==> config.mk <==
export PLATFORM = sky130hd
export DESIGN_NAME = percent_scale
export DESIGN_NICKNAME = d
export VERILOG_FILES = /design/src/rtl/percent_scale.sv
export SDC_FILE = /design/constraint.sdc
export NUM_CORES = 1
export LEC_CHECK = 0
export ABC_AREA = 1
export BUFFER_PORTS_ARGS = -buffer_cell sky130_fd_sc_hd__buf_2
export CAP_MARGIN = 20
export CORE_MARGIN = 4
export CORE_UTILIZATION = 54
export DETAILED_ROUTE_END_ITERATION = 10
export GPL_TIMING_DRIVEN = 1
export PLACE_DENSITY = 0.77
export SKIP_LAST_GASP = 1
export SYNTH_ARGS = -nofsm -noshare
export SYNTH_HDL_FRONTEND = slang
export SYNTH_SLANG_ARGS = --single-unit
==> constraint.sdc <==
create_clock -name clock -period 2.2 [get_ports clock]
set_input_delay 0.33 -clock clock [delete_from_list [all_inputs] [get_ports clock]]
set_output_delay 0.33 -clock clock [all_outputs]
set_load 0.01 [all_outputs]
==> src/rtl/percent_scale.sv <==
// Iterative shift-add scaler: position = period * percent / 2^LONG_PERCENT_WIDTH,
// one multiplier bit per cycle, with valid/ready handshakes on both sides.

package CONFIG;
    localparam int PERIOD_WIDTH       = 16;
    localparam int LONG_PERCENT_WIDTH = 8;
    typedef logic [LONG_PERCENT_WIDTH-1:0] long_percent_t;
endpackage

module percent_scale #(
    parameter int PERIOD_WIDTH       = CONFIG::PERIOD_WIDTH,
    parameter int LONG_PERCENT_WIDTH = CONFIG::LONG_PERCENT_WIDTH,
    parameter bit ROUND              = 1'b0
) (
    input  logic                          clock,
    input  logic                          reset,
    input  logic                          in_valid,
    output logic                          in_ready,
    input  logic [PERIOD_WIDTH-1:0]       period,
    input  logic [LONG_PERCENT_WIDTH-1:0] percent,
    output logic                          out_valid,
    input  logic                          out_ready,
    output logic [PERIOD_WIDTH-1:0]       position,
    output logic                          busy
);

    localparam int ACC_WIDTH = PERIOD_WIDTH + LONG_PERCENT_WIDTH;
    localparam int CNT_WIDTH = (LONG_PERCENT_WIDTH > 1) ? $clog2(LONG_PERCENT_WIDTH) : 1;
    localparam logic [CNT_WIDTH-1:0] LAST_BIT = CNT_WIDTH'(LONG_PERCENT_WIDTH - 1);
    // Half an output LSB in accumulator units; zero when truncating.
    localparam logic [ACC_WIDTH:0] ROUND_BIAS =
        ROUND ? ((ACC_WIDTH+1)'(1) << (LONG_PERCENT_WIDTH - 1)) : '0;

    typedef enum logic [1:0] {
        IDLE,
        BUSY,
        DONE
    } state_t;

    state_t                         state_q, state_d;
    logic [ACC_WIDTH-1:0]           acc_q, acc_d;
    logic [ACC_WIDTH-1:0]           mcand_q, mcand_d;
    logic [LONG_PERCENT_WIDTH-1:0]  mplier_q, mplier_d;
    logic [CNT_WIDTH-1:0]           cnt_q, cnt_d;
    logic [PERIOD_WIDTH-1:0]        position_q, position_d;

    logic [ACC_WIDTH-1:0]           acc_sum;
    logic [ACC_WIDTH:0]             round_sum;

    // The multiplicand shifts left and the multiplier right each cycle, so the
    // adder always sees period << counter gated by percent[counter].
    always_comb begin
        acc_sum   = acc_q + (mplier_q[0] ? mcand_q : '0);
        round_sum = {1'b0, acc_sum} + ROUND_BIAS;
    end

    always_comb begin
        // NOTE: every next-state signal gets a default first so no path leaves
        // it unassigned; otherwise synthesis infers a latch.
        state_d    = state_q;
        acc_d      = acc_q;
        mcand_d    = mcand_q;
        mplier_d   = mplier_q;
        cnt_d      = cnt_q;
        position_d = position_q;

        unique case (state_q)
            IDLE: begin
                if (in_valid) begin
                    mcand_d  = ACC_WIDTH'(period);
                    mplier_d = percent;
                    acc_d    = '0;
                    cnt_d    = '0;
                    state_d  = BUSY;
                end
            end
            BUSY: begin
                acc_d    = acc_sum;
                mcand_d  = mcand_q << 1;
                mplier_d = mplier_q >> 1;
                cnt_d    = cnt_q + 1'b1;
                if (cnt_q == LAST_BIT) begin
                    // Result never exceeds period, so the cast drops only zero bits.
                    position_d = PERIOD_WIDTH'(round_sum >> LONG_PERCENT_WIDTH);
                    state_d    = DONE;
                end
            end
            DONE: begin
                if (out_ready) begin
                    state_d = IDLE;
                end
            end
            default: begin
                state_d = IDLE;
            end
        endcase
    end

    // NOTE: state registers use non-blocking assignments so every flop samples
    // the pre-edge value of every other flop, matching real hardware.
    always_ff @(posedge clock) begin
        if (reset) begin
            state_q    <= IDLE;
            acc_q      <= '0;
            mcand_q    <= '0;
            mplier_q   <= '0;
            cnt_q      <= '0;
            position_q <= '0;
        end else begin
            state_q    <= state_d;
            acc_q      <= acc_d;
            mcand_q    <= mcand_d;
            mplier_q   <= mplier_d;
            cnt_q      <= cnt_d;
            position_q <= position_d;
        end
    end

    assign in_ready  = (state_q == IDLE);
    assign out_valid = (state_q == DONE);
    assign busy      = (state_q == BUSY) || (state_q == DONE);
    assign position  = position_q;

endmodule

==> impl_results.html, run 1 <==
<table>
<tr><th>Metric</th><th>Value</th></tr>
<tr><th colspan="2">Run status</th></tr>
<tr><td>Run status</td><td>finished clean</td></tr>
<tr><th colspan="2">Power and ir drop</th></tr>
<tr><td>Pleak</td><td>approximately 3.0 nW</td></tr>
<tr><td>Worst-case vdd ir drop</td><td>roughly 1.5 mV</td></tr>
<tr><td>Cell Pwr Density</td><td>just over 800 nW/um^2</td></tr>
<tr><td>PnR Total Power</td><td>4.54 mW</td></tr>
<tr><th colspan="2">Finish</th></tr>
<tr><td>Final layout net count</td><td>~910</td></tr>
<tr><td>Most used cells in the layout excluding fill and tap cells</td><td>302 x sky130_fd_sc_hd__nand2_1, 130 x sky130_fd_sc_hd__inv_1, 75 x sky130_fd_sc_hd__dfxtp_1</td></tr>
<tr><td>Area growth from synthesis to layout</td><td>12.8%</td></tr>
<tr><td>Post-route insts no fill</td><td>969</td></tr>
<tr><td>Most common cell after layout, fill and taps aside</td><td>sky130_fd_sc_hd__nand2_1</td></tr>
<tr><td>Number of diodes added for antenna fixing</td><td>0</td></tr>
<tr><td>Count of filler cells inserted in the layout</td><td>around 830</td></tr>
<tr><td>Share of layout cells above drive strength 1</td><td>0.135</td></tr>
<tr><th colspan="2">Route</th></tr>
<tr><td>Length of the first detailed-routing pass in iterations</td><td>5</td></tr>
<tr><td>Via density</td><td>~5.2</td></tr>
<tr><td>DRC viols</td><td>0</td></tr>
<tr><td>WL final</td><td>around 13000 um</td></tr>
<tr><td>Initial detailed-routing violation count</td><td>between 200 and 300</td></tr>
<tr><td>Post-detailed-route wirelength per cell</td><td>between 10 and 15 um</td></tr>
<tr><td>Remaining number of nets flagged by the antenna check after routing</td><td>0</td></tr>
<tr><td>Overall via count from detail_route</td><td>~5100</td></tr>
<tr><th colspan="2">Global route</th></tr>
<tr><td>Number of global-route vias before repair</td><td>4838</td></tr>
<tr><td>Remaining global-route overflow</td><td>0</td></tr>
<tr><td>Global-route track usage on met3</td><td>0.0299</td></tr>
<tr><td>Met1 usage in global routing</td><td>0.310</td></tr>
<tr><td>Number of antenna violations at the first check in global routing</td><td>0</td></tr>
<tr><td>Tot GR Track Use</td><td>0.241</td></tr>
<tr><td>Fraction of met2 tracks used by global routing</td><td>0.411</td></tr>
<tr><td>Largest net degree at the start of global routing</td><td>49</td></tr>
<tr><td>Layer carrying the most global-route usage</td><td>met2</td></tr>
<tr><td>Wire length of the first global-routing pass</td><td>about 22000 um</td></tr>
<tr><th colspan="2">CTS</th></tr>
<tr><td>Clock tree sinks</td><td>a little under 80</td></tr>
<tr><td>Clock latency on the worst-skew pair</td><td>0.36 ns</td></tr>
<tr><td>Clock tree root driver cell</td><td>sky130_fd_sc_hd__clkbuf_8</td></tr>
<tr><td>TritonCTS Buffers</td><td>9</td></tr>
<tr><td>Number of buffers inserted for hold repair after clock tree synthesis</td><td>0</td></tr>
<tr><td>Number of levels in the clock H-tree</td><td>3</td></tr>
<tr><td>Clock-pin slew on the worst setup and hold paths</td><td>0.09 ns</td></tr>
<tr><td>CTS Buffer Depth</td><td>2</td></tr>
<tr><td>TritonCTS clock tree</td><td>yes</td></tr>
<tr><th colspan="2">Setup path</th></tr>
<tr><td>Critical path launch point type</td><td>flop</td></tr>
<tr><td>Category of the worst setup path capture point</td><td>flop</td></tr>
<tr><td>Reg2Reg Depth</td><td>15</td></tr>
<tr><td>Top fanout value on the critical path</td><td>13</td></tr>
<tr><td>Setup Crit Path Kind</td><td>flop to flop</td></tr>
<tr><td>CP required</td><td>approximately 2.5 ns</td></tr>
<tr><td>Worst reg-to-reg setup slack</td><td>around 0.064 ns</td></tr>
<tr><td>Critical path data arrival time</td><td>between 2 and 2.5 ns</td></tr>
<tr><th colspan="2">Yosys</th></tr>
<tr><td>Fraction of registers with async set/reset</td><td>0</td></tr>
<tr><td>Cell types occupying the most area after synthesis</td><td>sky130_fd_sc_hd__dfxtp_1 31%, sky130_fd_sc_hd__nand2_1 23%, sky130_fd_sc_hd__inv_1 9.9%, sky130_fd_sc_hd__ha_1 7.1%, sky130_fd_sc_hd__a21oi_1 5.0%</td></tr>
<tr><td>Share of the yosys chip area belonging to registers</td><td>0.311</td></tr>
<tr><td>Post-Syn Area per Cell</td><td>6.08 um^2</td></tr>
<tr><td>Count of different cell masters after synthesis</td><td>33</td></tr>
<tr><td>Dominant synthesized flop cell</td><td>sky130_fd_sc_hd__dfxtp_1</td></tr>
<tr><td>Synth top area share</td><td>0.311</td></tr>
<tr><td>Synthesized flop and latch total</td><td>77</td></tr>
<tr><td>Library cell occupying the most area in the post-synthesis netlist</td><td>sky130_fd_sc_hd__dfxtp_1</td></tr>
<tr><td>Yosys warning count</td><td>0</td></tr>
<tr><td>Number of cells produced by synthesis</td><td>~810</td></tr>
<tr><td>Post-Synthesis Cell Area</td><td>between 4000 and 5000 um^2</td></tr>
<tr><td>Synthesized net count</td><td>around 870</td></tr>
<tr><td>EDFF count, synth</td><td>0</td></tr>
<tr><th colspan="2">Job</th></tr>
<tr><td>Count of max-cap constraint violations</td><td>0</td></tr>
<tr><th colspan="2">Floorplanning</th></tr>
<tr><td>Effective utilization at floorplan</td><td>0.562</td></tr>
<tr><td>Width of the die</td><td>104 um</td></tr>
<tr><td>Total die area</td><td>around 11000 um^2</td></tr>
<tr><td>Site Rows</td><td>34</td></tr>
<tr><td>Die boundary height</td><td>between 100 and 150 um</td></tr>
<tr><td>Core region area</td><td>~8800 um^2</td></tr>
<tr><td>Number of placed I/O pins</td><td>47</td></tr>
<tr><th colspan="2">Place</th></tr>
<tr><td>Number of placed cells counting well taps</td><td>951</td></tr>
<tr><td>Final HPWL from detailed placement</td><td>approximately 9700 um</td></tr>
<tr><td>Global placement routability congestion</td><td>0.937</td></tr>
<tr><td>Number of I/O port buffers</td><td>46</td></tr>
<tr><th colspan="2">Timing</th></tr>
<tr><td>Worst slew margin relative to its limit</td><td>0.626</td></tr>
<tr><td>Unrepaired setup endpoints after global routing</td><td>true</td></tr>
<tr><td>Final setup violation count</td><td>0</td></tr>
<tr><td>Fin Clk Skew</td><td>around 0.012 ns</td></tr>
<tr><td>Maximum clock rate</td><td>0.468 GHz</td></tr>
<tr><td>Period Utilization, post-route</td><td>0.971</td></tr>
<tr><td>Final hold violations</td><td>0</td></tr>
<tr><td>Final count of pins violating max slew</td><td>0</td></tr>
<tr><td>Total negative setup slack</td><td>0 ns</td></tr>
<tr><td>Slew at the pin closest to its max-slew limit</td><td>roughly 0.56 ns</td></tr>
<tr><td>Minimum clock period after layout</td><td>~2.1 ns</td></tr>
<tr><th colspan="2">Worst hold path</th></tr>
<tr><td>Worst Hold Class</td><td>primary input to flop</td></tr>
<tr><td>Depth of the worst hold-timing path</td><td>3</td></tr>
</table>
## area by class of cell
type                       count  area, um^2  area share
multi-input combinational    575        2850       0.510
tap                          108         135      0.0242
sequential                    77        1540       0.277
inverter                     133         502      0.0899
clock buffer                  10         128      0.0229
timing repair buffer          60         355      0.0637
clock inverter                 6        71.3      0.0128
## kinds of logic (layout without fill, tap and decap cells)
logic type / after synthesis / count (layout) / share of synthesized area
adders and majority gates: 29 / 29 / 0.0748
and+or+nand+nor: 428 / 428 / 0.353
buffers and inverters: 162 / 209 / 0.129
DFF: 77 / 77 / 0.311
AOI/OAI and AO/OA: 115 / 115 / 0.127
xor gates and xnor gates: 3 / 3 / 0.00531
## per-layer routing
metal  routed length, um  part of all wire
met1                5850              0.44
met2                6120              0.47
met3                 840             0.064
met4                 352             0.027
met5                   0                 0
## path summary, 6_finish.rpt
| path | from | end |
|---|---|---|
| worst max-delay path | mplier_q[0]$_SDFFE_PP0P_ | position[13]$_SDFFE_PP0P_ |
| worst min-delay path | period[11] | mcand_q[11]$_SDFFE_PP0P_ |
| worst max register to register | mplier_q[0]$_SDFFE_PP0P_ | position[13]$_SDFFE_PP0P_ |
| worst min register to register | cnt_q[2]$_SDFFE_PP0P_ | cnt_q[2]$_SDFFE_PP0P_ |
## registers in the layout (all words and copies together) (netlist names)
| register | flops |
|---|---|
| acc_q | 24 |
| cnt_q | 3 |
| mplier_q | 8 |
| position | 16 |
| state_q | 2 |
| mcand_q | 24 |
## report_power, final
group | total, mW | switching [mW] | leakage (nW) | internal (mW)
Clock | 1.13 | 0.598 | 0.0931 | 0.533
Sequential | 1.81 | 0.180 | 0.627 | 1.63
Combinational | 1.60 | 1.08 | 2.27 | 0.518
## what timing repair did
action,in CTS,in global routing
setup endpoints to repair,5,30
resized for setup,1,24
pin swaps,1,1
hold endpoints to repair,0,0
buffers inserted,2,0
## critical path, stage by stage (launching register included)
cell and delay (ns):
sky130_fd_sc_hd__dfxtp_2 0.34, sky130_fd_sc_hd__buf_6 0.15, sky130_fd_sc_hd__nand2_1 0.08, sky130_fd_sc_hd__inv_1 0.04
sky130_fd_sc_hd__ha_1 0.36, sky130_fd_sc_hd__nand2_1 0.13, sky130_fd_sc_hd__nor2_1 0.17, sky130_fd_sc_hd__nand2_1 0.11
sky130_fd_sc_hd__nor2_1 0.12, sky130_fd_sc_hd__nand2_1 0.11, sky130_fd_sc_hd__nand3_1 0.11, sky130_fd_sc_hd__nand2_1 0.07
sky130_fd_sc_hd__nand2_1 0.08, sky130_fd_sc_hd__nand2_1 0.05, sky130_fd_sc_hd__nand2_1 0.08, sky130_fd_sc_hd__inv_1 0.04
## synth_stat cells, types with 3 or more instances
library cell	n
sky130_fd_sc_hd__a21o_1	4
sky130_fd_sc_hd__nor2_2	3
sky130_fd_sc_hd__dfxtp_1	77
sky130_fd_sc_hd__a31oi_1	22
sky130_fd_sc_hd__buf_2	8
sky130_fd_sc_hd__nand3_1	39
sky130_fd_sc_hd__nor2_1	52
sky130_fd_sc_hd__or2_1	3
sky130_fd_sc_hd__or2_2	4
sky130_fd_sc_hd__ha_1	28
sky130_fd_sc_hd__nand2_1	306
sky130_fd_sc_hd__clkbuf_1	16
sky130_fd_sc_hd__inv_2	3
sky130_fd_sc_hd__nand4_1	5
sky130_fd_sc_hd__nand2_2	7
sky130_fd_sc_hd__inv_1	130
sky130_fd_sc_hd__o21ai_0	33
sky130_fd_sc_hd__xor2_1	3
sky130_fd_sc_hd__nand3b_1	5
sky130_fd_sc_hd__a21oi_1	49
## per-stage QoR
stage	area [um^2]	utilization	hold slack, ns	setup WS (ns)
global route	5580	0.634	0.231	-0.0162
floorplan	4960	-	0.429	0.0130
CTS	5500	0.625	0.222	-0.0102
finish	5580	0.634	0.222	0.0640
global placement	5280	0.600	0.448	-0.000967
detailed placement	5280	0.600	0.462	-0.0192
No activity file was read; power rests on OpenSTA's default activity.
==> run 2: changes to the inputs <==
--- a/config.mk
+++ b/config.mk
@@ -9,10 +9,10 @@
 export BUFFER_PORTS_ARGS = -buffer_cell sky130_fd_sc_hd__buf_2
 export CAP_MARGIN = 20
 export CORE_MARGIN = 4
-export CORE_UTILIZATION = 54
+export CORE_UTILIZATION = 60
 export DETAILED_ROUTE_END_ITERATION = 10
 export GPL_TIMING_DRIVEN = 1
-export PLACE_DENSITY = 0.77
+export PLACE_DENSITY_LB_ADDON = 0.1
 export SKIP_LAST_GASP = 1
 export SYNTH_ARGS = -nofsm -noshare
 export SYNTH_HDL_FRONTEND = slang
==> constraint.sdc (replaced) <==
create_clock -name clock -period 2.3 [get_ports clock]
set_input_delay 0.345 -clock clock [delete_from_list [all_inputs] [get_ports clock]]
set_output_delay 0.345 -clock clock [all_outputs]
set_load 0.01 [all_outputs]
==> run 2 against run 1 <==
Fmax fell by 0.19%. Register-to-register slack improved by 0.096 ns. Sequential cell count did not move. Design area fell by 0.85%. Largest power group unchanged.
==> impl_results.html, run 2 (same netlist as run 1, synthesis figures left out) <==
<table>
<tr><th>Metric</th><th>Value</th></tr>
<tr><th colspan="2">Timing</th></tr>
<tr><td>Period Utilization, post-route</td><td>0.930 (-0.0405)</td></tr>
<tr><td>Final hold violations</td><td>0 (unchanged)</td></tr>
<tr><td>Final setup violation count</td><td>0 (unchanged)</td></tr>
<tr><td>Worst hold slack across all endpoints</td><td>0.234 ns (+0.0122 ns)</td></tr>
<tr><td>Final count of pins violating max slew</td><td>0 (unchanged)</td></tr>
<tr><td>Minimum clock period after layout</td><td>2.14 ns (+0.00404 ns)</td></tr>
<tr><td>Unrepaired setup endpoints after global routing</td><td>true</td></tr>
<tr><td>Slew at the pin closest to its max-slew limit</td><td>0.745 ns (+0.185 ns)</td></tr>
<tr><td>Fin Clk Skew</td><td>0.00891 ns (-0.00288 ns)</td></tr>
<tr><td>Maximum clock rate</td><td>0.467 GHz (-0.19%)</td></tr>
<tr><td>Worst slew margin relative to its limit</td><td>0.502 (-0.124)</td></tr>
<tr><th colspan="2">Global route</th></tr>
<tr><td>Largest net degree at the start of global routing</td><td>48 (-2.0%)</td></tr>
<tr><td>Number of global-route vias before repair</td><td>4578 (-5.4%)</td></tr>
<tr><td>Wire length of the first global-routing pass</td><td>21000 um (-2.7%)</td></tr>
<tr><td>Tot GR Track Use</td><td>0.262 (+0.0213)</td></tr>
<tr><td>Remaining global-route overflow</td><td>0 (unchanged)</td></tr>
<tr><td>Number of antenna violations at the first check in global routing</td><td>0 (unchanged)</td></tr>
<tr><th colspan="2">Setup path</th></tr>
<tr><td>Category of the worst setup path capture point</td><td>flop</td></tr>
<tr><td>Maximum single-stage delay on the critical path</td><td>0.36 ns (about the same)</td></tr>
<tr><td>Family with the most delay on the worst path</td><td>simple AND/OR/NAND/NOR gates</td></tr>
<tr><td>Chain of cells forming the critical path</td><td>buf_4 &gt; nand2_1 &gt; inv_1 &gt; ha_1 &gt; nand2_1 &gt; inv_1 &gt; nand2_1 &gt; nand2_1 &gt; nand2_1 &gt; nand3_1 &gt; or2_1 &gt; nand2_1 &gt; o21ai_1 &gt; nand2_1 &gt; inv_1</td></tr>
<tr><td>Setup Crit Path Kind</td><td>flop to flop</td></tr>
<tr><td>Worst path buffer plus inverter count</td><td>4 (+1)</td></tr>
<tr><td>Top fanout value on the critical path</td><td>11 (-2)</td></tr>
<tr><td>Worst reg-to-reg setup slack</td><td>0.16 ns (+0.10 ns)</td></tr>
<tr><td>Critical path data arrival time</td><td>2.40 ns (about the same)</td></tr>
<tr><td>Critical path launch point type</td><td>flop</td></tr>
<tr><td>Most numerous cell on the critical path</td><td>sky130_fd_sc_hd__nand2_1</td></tr>
<tr><td>Reg2Reg Depth</td><td>15 (unchanged)</td></tr>
<tr><td>Crit Reg-Reg Startpoint</td><td>mplier_q[0]$_SDFFE_PP0P_</td></tr>
<tr><td>Slowest cell on the critical path</td><td>sky130_fd_sc_hd__ha_1</td></tr>
<tr><td>Destination of the worst register-to-register timing path</td><td>position[1]$_SDFFE_PP0P_</td></tr>
<tr><td>CP required</td><td>2.56 ns (+0.10 ns)</td></tr>
<tr><th colspan="2">CTS</th></tr>
<tr><td>Clock-pin slew on the worst setup and hold paths</td><td>0.09 ns (about the same)</td></tr>
<tr><td>TritonCTS Buffers</td><td>9 (unchanged)</td></tr>
<tr><td>Clock tree root driver cell</td><td>sky130_fd_sc_hd__clkbuf_8</td></tr>
<tr><td>TritonCTS clock tree</td><td>yes</td></tr>
<tr><td>Clock tree sinks</td><td>77 (unchanged)</td></tr>
<tr><td>Clock latency on the worst-skew pair</td><td>0.37 ns (about the same)</td></tr>
<tr><td>Number of levels in the clock H-tree</td><td>3 (unchanged)</td></tr>
<tr><td>CTS Buffer Depth</td><td>2 (unchanged)</td></tr>
<tr><th colspan="2">Floorplanning</th></tr>
<tr><td>Total die area</td><td>9770 um^2 (-9.3%)</td></tr>
<tr><td>Core region area</td><td>7890 um^2 (-10%)</td></tr>
<tr><td>Width of the die</td><td>98.8 um (-4.7%)</td></tr>
<tr><td>Effective utilization at floorplan</td><td>0.628 (+0.0654)</td></tr>
<tr><td>Die boundary height</td><td>98.8 um (-4.7%)</td></tr>
<tr><td>Number of placed I/O pins</td><td>47 (unchanged)</td></tr>
<tr><td>Site Rows</td><td>32 (-5.9%)</td></tr>
<tr><th colspan="2">Power and ir drop</th></tr>
<tr><td>PnR Total Power</td><td>4.39 mW (-3.3%)</td></tr>
<tr><td>Pleak</td><td>3.00 nW (+0.40%)</td></tr>
<tr><td>Worst-case vdd ir drop</td><td>0.829 mV (-44%)</td></tr>
<tr><td>Cell Pwr Density</td><td>794 nW/um^2 (-2.5%)</td></tr>
<tr><th colspan="2">Route</th></tr>
<tr><td>Total met2 wirelength after detailed routing</td><td>5610 um (-8.3%)</td></tr>
<tr><td>Post-detailed-route wirelength per cell</td><td>13.0 um (-4.2%)</td></tr>
<tr><td>DRC viols</td><td>0 (unchanged)</td></tr>
<tr><td>WL final</td><td>12500 um (-5.0%)</td></tr>
<tr><td>Initial detailed-routing violation count</td><td>274 (-2.8%)</td></tr>
<tr><td>Met3 wire len</td><td>728 um (-13%)</td></tr>
<tr><td>Via density</td><td>5.27 (+0.34%)</td></tr>
<tr><td>Length of the first detailed-routing pass in iterations</td><td>5 (unchanged)</td></tr>
<tr><td>Overall via count from detail_route</td><td>5057 (-0.59%)</td></tr>
<tr><td>Top routing layer in use</td><td>met4</td></tr>
<tr><td>Remaining number of nets flagged by the antenna check after routing</td><td>0 (unchanged)</td></tr>
<tr><td>Routed length on met1</td><td>5930 um (+1.4%)</td></tr>
<tr><th colspan="2">Finish</th></tr>
<tr><td>Share of layout cells above drive strength 1</td><td>0.122 (-0.0123)</td></tr>
<tr><td>Final layout net count</td><td>910 (-0.33%)</td></tr>
<tr><td>Most common cell after layout, fill and taps aside</td><td>sky130_fd_sc_hd__nand2_1</td></tr>
<tr><td>Number of diodes added for antenna fixing</td><td>0 (unchanged)</td></tr>
<tr><td>Area growth from synthesis to layout</td><td>11.8%</td></tr>
<tr><td>Count of filler cells inserted in the layout</td><td>698 (-15%)</td></tr>
<tr><td>Most used cells in the layout excluding fill and tap cells</td><td>304 x sky130_fd_sc_hd__nand2_1, 130 x sky130_fd_sc_hd__inv_1, 75 x sky130_fd_sc_hd__dfxtp_1</td></tr>
<tr><th colspan="2">Worst hold path</th></tr>
<tr><td>Source of the worst hold timing path</td><td>period[0]</td></tr>
<tr><td>Endpoint of the worst hold path</td><td>mcand_q[0]$_SDFFE_PP0P_</td></tr>
<tr><td>Worst Hold Class</td><td>primary input to flop</td></tr>
<tr><td>Depth of the worst hold-timing path</td><td>3 (unchanged)</td></tr>
<tr><th colspan="2">Place</th></tr>
<tr><td>Global placement routability congestion</td><td>0.908 (-3.1%)</td></tr>
<tr><td>Number of I/O port buffers</td><td>46 (unchanged)</td></tr>
<tr><td>Final HPWL from detailed placement</td><td>9350 um (-3.3%)</td></tr>
<tr><th colspan="2">Run status</th></tr>
<tr><td>Run status</td><td>finished clean</td></tr>
<tr><th colspan="2">Job</th></tr>
<tr><td>Count of max-cap constraint violations</td><td>0 (unchanged)</td></tr>
</table>
[run 2: layout make-up]
| type | instances | area (um^2) | share of cell area |
|---|---|---|---|
| flip-flops and latches | 77 | 1540 | 0.279 |
| repair buffers | 57 | 345 | 0.0624 |
| inverters | 133 | 499 | 0.0902 |
| clock buffers | 9 | 124 | 0.0224 |
| multi-input cells | 575 | 2810 | 0.507 |
| well taps | 102 | 128 | 0.0231 |
| clock inverters | 7 | 87.6 | 0.0158 |
[run 2: per-layer routing]
metal,vias up,GRT usage
li1,2614,-
met4,0,0.0746
met2,147,0.415
met5,-,0
met3,21,0.0460
met1,2275,0.366
[run 2: metrics by stage]
step	TNS [ns]	utilization	cell area [um^2]	cells	setup WS, ns
floorplan	0	-	4950	814	0.0114
global placement	0	0.667	5260	942	0.109
detailed placement	0	0.667	5260	942	0.0632
CTS	0	0.694	5470	958	0.00229
global route	-0.0373	0.702	5530	960	-0.0287
finish	0	0.702	5530	960	0.160
[run 2: worst max path at each step]
stage	from	to	slack [ns]	cells after the start
finish	mplier_q[0]$_SDFFE_PP0P_	position[1]$_SDFFE_PP0P_	0.16	15
floorplan	mplier_q[0]$_SDFFE_PP0P_	position[4]$_SDFFE_PP0P_	0.01	18
detailed placement	mcand_q[0]$_SDFFE_PP0P_	position[8]$_SDFFE_PP0P_	0.06	16
CTS	mcand_q[0]$_SDFFE_PP0P_	position[8]$_SDFFE_PP0P_	0.002	15
global route	mcand_q[0]$_SDFFE_PP0P_	position[8]$_SDFFE_PP0P_	-0.03	16
global placement	mcand_q[0]$_SDFFE_PP0P_	position[8]$_SDFFE_PP0P_	0.11	16
[run 2: repair_timing]
item	4_1_cts	5_1_grt
setup endpoints to repair	0	50
buffers inserted	0	2
hold buffers	0	0
gates resized for setup	0	14
[run 2: where the power goes]
| group | internal, mW | switching (mW) | leakage (nW) |
|---|---|---|---|
| sequential | 1.56 | 0.177 | 0.627 |
| combinational | 0.488 | 1.02 | 2.27 |
| clock | 0.533 | 0.610 | 0.109 |
[run 2: worst min-delay path, delay by kind of cell]
| family | cells | cell delay [ns] |
|---|---|---|
| buffers and inverters | 1 | 0.10 |
| AOI/OAI and AO/OA | 1 | 0.05 |
| and+or+nand+nor | 1 | 0.07 |
==> run 3: changes to the inputs <==
--- a/config.mk
+++ b/config.mk
@@ -9,7 +9,7 @@
 export BUFFER_PORTS_ARGS = -buffer_cell sky130_fd_sc_hd__buf_2
 export CAP_MARGIN = 20
 export CORE_MARGIN = 4
-export CORE_UTILIZATION = 60
+export CORE_UTILIZATION = 54
 export DETAILED_ROUTE_END_ITERATION = 10
 export GPL_TIMING_DRIVEN = 1
 export PLACE_DENSITY_LB_ADDON = 0.1
==> constraint.sdc (replaced) <==
create_clock -name clock -period 1.85 [get_ports clock]
set_input_delay 0.2775 -clock clock [delete_from_list [all_inputs] [get_ports clock]]
set_output_delay 0.2775 -clock clock [all_outputs]
set_load 0.01 [all_outputs]
==> run 3 against run 2 <==
The run now ends with setup timing left. Wire length is 20% higher. Sequential cell count stayed put. First-iteration DRC count grew 44%. Global-route usage is 0.85 points higher. Combinational power is 56% higher. Fmax is 2.9% higher. Sequential power grew 24%. Worst setup slack got worse by 0.39 ns. Count of clock-buffer cells in the layout is 1 higher. Utilization is 4.3 points higher. Critical path type unchanged. Critical endpoint is now acc_q[15]$_SDFFE_PP0P_. Highest routed layer unchanged.
==> impl_results.html, run 3 (same netlist as run 1, synthesis figures left out) <==
<table>
<tr><th>Metric</th><th>Value</th></tr>
<tr><th colspan="2">Run status</th></tr>
<tr><td>Run status</td><td>finished, violations left</td></tr>
<tr><td>Failing checks</td><td>setup timing</td></tr>
<tr><th colspan="2">CTS</th></tr>
<tr><td>Number of buffers inserted for hold repair after clock tree synthesis</td><td>0 (unchanged)</td></tr>
<tr><td>Number of levels in the clock H-tree</td><td>3 (unchanged)</td></tr>
<tr><td>Clock-pin slew on the worst setup and hold paths</td><td>0.09 ns (about the same)</td></tr>
<tr><td>TritonCTS clock tree</td><td>yes</td></tr>
<tr><td>Clock latency on the worst-skew pair</td><td>0.37 ns (about the same)</td></tr>
<tr><td>CTS Buffer Depth</td><td>2 (unchanged)</td></tr>
<tr><td>Clock tree sinks</td><td>77 (unchanged)</td></tr>
<tr><td>TritonCTS Buffers</td><td>9 (unchanged)</td></tr>
<tr><td>Clock tree root driver cell</td><td>sky130_fd_sc_hd__clkbuf_8</td></tr>
<tr><th colspan="2">Timing</th></tr>
<tr><td>Maximum clock rate</td><td>0.481 GHz (+2.9%)</td></tr>
<tr><td>Unrepaired setup endpoints after global routing</td><td>true</td></tr>
<tr><td>Final hold violations</td><td>0 (unchanged)</td></tr>
<tr><td>Final setup violation count</td><td>33 (+33)</td></tr>
<tr><td>Period Utilization, post-route</td><td>1.12 (+0.193)</td></tr>
<tr><td>Slack of the critical path</td><td>-0.229 ns (-0.389 ns)</td></tr>
<tr><td>Minimum clock period after layout</td><td>2.08 ns (-0.0609 ns)</td></tr>
<tr><td>Fin Clk Skew</td><td>0.0167 ns (+0.00776 ns)</td></tr>
<tr><td>Final count of pins violating max slew</td><td>0 (unchanged)</td></tr>
<tr><td>Slew at the pin closest to its max-slew limit</td><td>0.579 ns (-0.166 ns)</td></tr>
<tr><td>Worst slew margin relative to its limit</td><td>0.614 (+0.111)</td></tr>
<tr><th colspan="2">Place</th></tr>
<tr><td>Number of I/O port buffers</td><td>46 (unchanged)</td></tr>
<tr><td>Post-detailed-placement cell area</td><td>5720 um^2 (+8.6%)</td></tr>
<tr><td>Final HPWL from detailed placement</td><td>9970 um (+6.7%)</td></tr>
<tr><td>Global placement routability congestion</td><td>0.957 (+5.4%)</td></tr>
<tr><th colspan="2">Finish</th></tr>
<tr><td>Final cell area excluding filler cells</td><td>6550 um^2 (+18%)</td></tr>
<tr><td>Area growth from synthesis to layout</td><td>32.4%</td></tr>
<tr><td>Share of layout cells above drive strength 1</td><td>0.294 (+0.171)</td></tr>
<tr><td>Number of diodes added for antenna fixing</td><td>0 (unchanged)</td></tr>
<tr><td>Most used cells in the layout excluding fill and tap cells</td><td>258 x sky130_fd_sc_hd__nand2_1, 113 x sky130_fd_sc_hd__inv_1, 75 x sky130_fd_sc_hd__dfxtp_1</td></tr>
<tr><td>Most common cell after layout, fill and taps aside</td><td>sky130_fd_sc_hd__nand2_1</td></tr>
<tr><td>Layout Utilization</td><td>0.744 (+0.0426)</td></tr>
<tr><td>Count of filler cells inserted in the layout</td><td>665 (-4.7%)</td></tr>
<tr><td>Final layout net count</td><td>949 (+4.3%)</td></tr>
<tr><th colspan="2">Global route</th></tr>
<tr><td>Remaining global-route overflow</td><td>0 (unchanged)</td></tr>
<tr><td>Wire length of the first global-routing pass</td><td>24100 um (+15%)</td></tr>
<tr><td>Largest net degree at the start of global routing</td><td>49 (+2.1%)</td></tr>
<tr><td>Tot GR Track Use</td><td>0.270 (+0.00852)</td></tr>
<tr><td>Number of global-route vias before repair</td><td>5190 (+13%)</td></tr>
<tr><td>Number of antenna violations at the first check in global routing</td><td>0 (unchanged)</td></tr>
<tr><th colspan="2">Worst hold path</th></tr>
<tr><td>Worst Hold Class</td><td>primary input to flop</td></tr>
<tr><th colspan="2">Floorplanning</th></tr>
<tr><td>Width of the die</td><td>104 um (+5.0%)</td></tr>
<tr><td>Site Rows</td><td>34 (+6.3%)</td></tr>
<tr><td>Die boundary height</td><td>104 um (+5.0%)</td></tr>
<tr><td>Effective utilization at floorplan</td><td>0.562 (-0.0654)</td></tr>
<tr><td>Core region area</td><td>8810 um^2 (+12%)</td></tr>
<tr><td>Total die area</td><td>10800 um^2 (+10%)</td></tr>
<tr><td>Number of placed I/O pins</td><td>47 (unchanged)</td></tr>
<tr><th colspan="2">Power and ir drop</th></tr>
<tr><td>Worst-case vdd ir drop</td><td>1.23 mV (+48%)</td></tr>
<tr><td>Internal power consumption</td><td>3.77 mW (+46%)</td></tr>
<tr><td>Part of the total power dissipated in combinational logic</td><td>0.384 (+0.040)</td></tr>
<tr><td>Pleak</td><td>3.41 nW (+14%)</td></tr>
<tr><td>Sequential Power Share</td><td>0.351 (-0.045)</td></tr>
<tr><td>Switching component of the power</td><td>2.36 mW (+30%)</td></tr>
<tr><td>Net switching share of the total power</td><td>0.385 (-0.0277)</td></tr>
<tr><td>Share of total power in the clock network</td><td>0.265 (+0.005)</td></tr>
<tr><td>Cell Pwr Density</td><td>935 nW/um^2 (+18%)</td></tr>
<tr><th colspan="2">Route</th></tr>
<tr><td>Initial detailed-routing violation count</td><td>394 (+44%)</td></tr>
<tr><td>Overall via count from detail_route</td><td>5455 (+7.9%)</td></tr>
<tr><td>Remaining number of nets flagged by the antenna check after routing</td><td>0 (unchanged)</td></tr>
<tr><td>Via density</td><td>5.43 (+3.1%)</td></tr>
<tr><td>Post-detailed-route wirelength per cell</td><td>15.0 um (+15%)</td></tr>
<tr><td>Length of the first detailed-routing pass in iterations</td><td>5 (unchanged)</td></tr>
<tr><td>WL final</td><td>15000 um (+20%)</td></tr>
<tr><td>DRC viols</td><td>0 (unchanged)</td></tr>
<tr><th colspan="2">Setup path</th></tr>
<tr><td>Most numerous cell on the critical path</td><td>sky130_fd_sc_hd__nand2_2</td></tr>
<tr><td>Maximum single-stage delay on the critical path</td><td>0.38 ns (+0.02 ns)</td></tr>
<tr><td>Top fanout value on the critical path</td><td>8 (-3)</td></tr>
<tr><td>Category of the worst setup path capture point</td><td>flop</td></tr>
<tr><td>Critical path data arrival time</td><td>2.31 ns (-0.09 ns)</td></tr>
<tr><td>Setup Crit Path Kind</td><td>flop to flop</td></tr>
<tr><td>CP required</td><td>2.08 ns (-0.48 ns)</td></tr>
<tr><td>Chain of cells forming the critical path</td><td>buf_6 &gt; nand2_1 &gt; inv_1 &gt; ha_4 &gt; nand2_2 &gt; inv_1 &gt; nand2_1 &gt; nand2_2 &gt; a21oi_2 &gt; nand2_2 &gt; or2_1 &gt; nand3_1 &gt; a21oi_1</td></tr>
<tr><td>Critical path launch point type</td><td>flop</td></tr>
<tr><td>Slowest cell on the critical path</td><td>sky130_fd_sc_hd__dfxtp_4</td></tr>
<tr><th colspan="2">Job</th></tr>
<tr><td>Count of max-cap constraint violations</td><td>0 (unchanged)</td></tr>
</table>
[run 3: timing repair]
| item | CTS | global route |
|---|---|---|
| cloned | 0 | 0 |
| buffers inserted | 6 | 2 |
| pin swaps | 24 | 27 |
| endpoints found under the setup margin | 35 | 63 |
| endpoints found under the hold margin | 0 | 0 |
| resized for setup | 60 | 85 |
[run 3: critical path, delay by kind of cell (launching register included)]
| family | cells | cell delay (ns) |
|---|---|---|
| AOI/OAI and AO/OA | 2 | 0.21 |
| adders and majority gates | 1 | 0.22 |
| buffers and inverters | 3 | 0.32 |
| DFF | 1 | 0.38 |
| and+or+nand+nor | 7 | 0.80 |
[run 3: area by class of cell]
class / count / area (um^2) / area share
clock buffer: 10 / 138 / 0.0210
clock inverter: 5 / 108 / 0.0164
inverter: 133 / 502 / 0.0766
multi-input combinational: 575 / 3460 / 0.527
sequential: 77 / 1550 / 0.236
tap: 108 / 135 / 0.0206
timing repair buffer: 96 / 669 / 0.102
[run 3: power by group through the flow]
stage	logic [mW]	clock network (mW)	registers, mW
after floorplan	1.51	0	2.11
after global placement	2.09	0	2.16
after detailed placement	2.15	0	2.17
after CTS	2.22	1.64	2.14
after global routing	2.58	1.70	2.19
final	2.35	1.62	2.15
[run 3: per-layer routing]
metal	GRT usage	wire length (um)	part of all wire
met5	0	0	0
met4	0.0978	374	0.025
met3	0.0442	1090	0.072
met2	0.434	7030	0.47
met1	0.368	6540	0.44
[run 3: through the flow]
step	setup slack [ns]	cells	power [mW]	TNS, ns	hold WS [ns]
2_1_floorplan	-0.234	814	3.62	-2.03	0.429
3_3_place_gp	-0.238	981	4.25	-3.61	0.452
3_5_place_dp	-0.267	981	4.32	-5.48	0.448
5_1_grt	-0.338	1004	6.47	-8.41	0.172
4_1_cts	-0.155	1002	6.00	-2.72	0.156
6_report	-0.229	1004	6.13	-3.98	0.167
[run 3: final timing paths]
path | slack (ns) | endpoint | cells after the start | from
worst min register to register | 0.46 | cnt_q[0]$_SDFFE_PP0P_ | 1 | cnt_q[0]$_SDFFE_PP0P_
worst max-delay path | -0.23 | acc_q[15]$_SDFFE_PP0P_ | 13 | mplier_q[0]$_SDFFE_PP0P_
worst max register to register | -0.23 | acc_q[15]$_SDFFE_PP0P_ | 13 | mplier_q[0]$_SDFFE_PP0P_
worst min-delay path | 0.17 | mcand_q[11]$_SDFFE_PP0P_ | 3 | period[11]
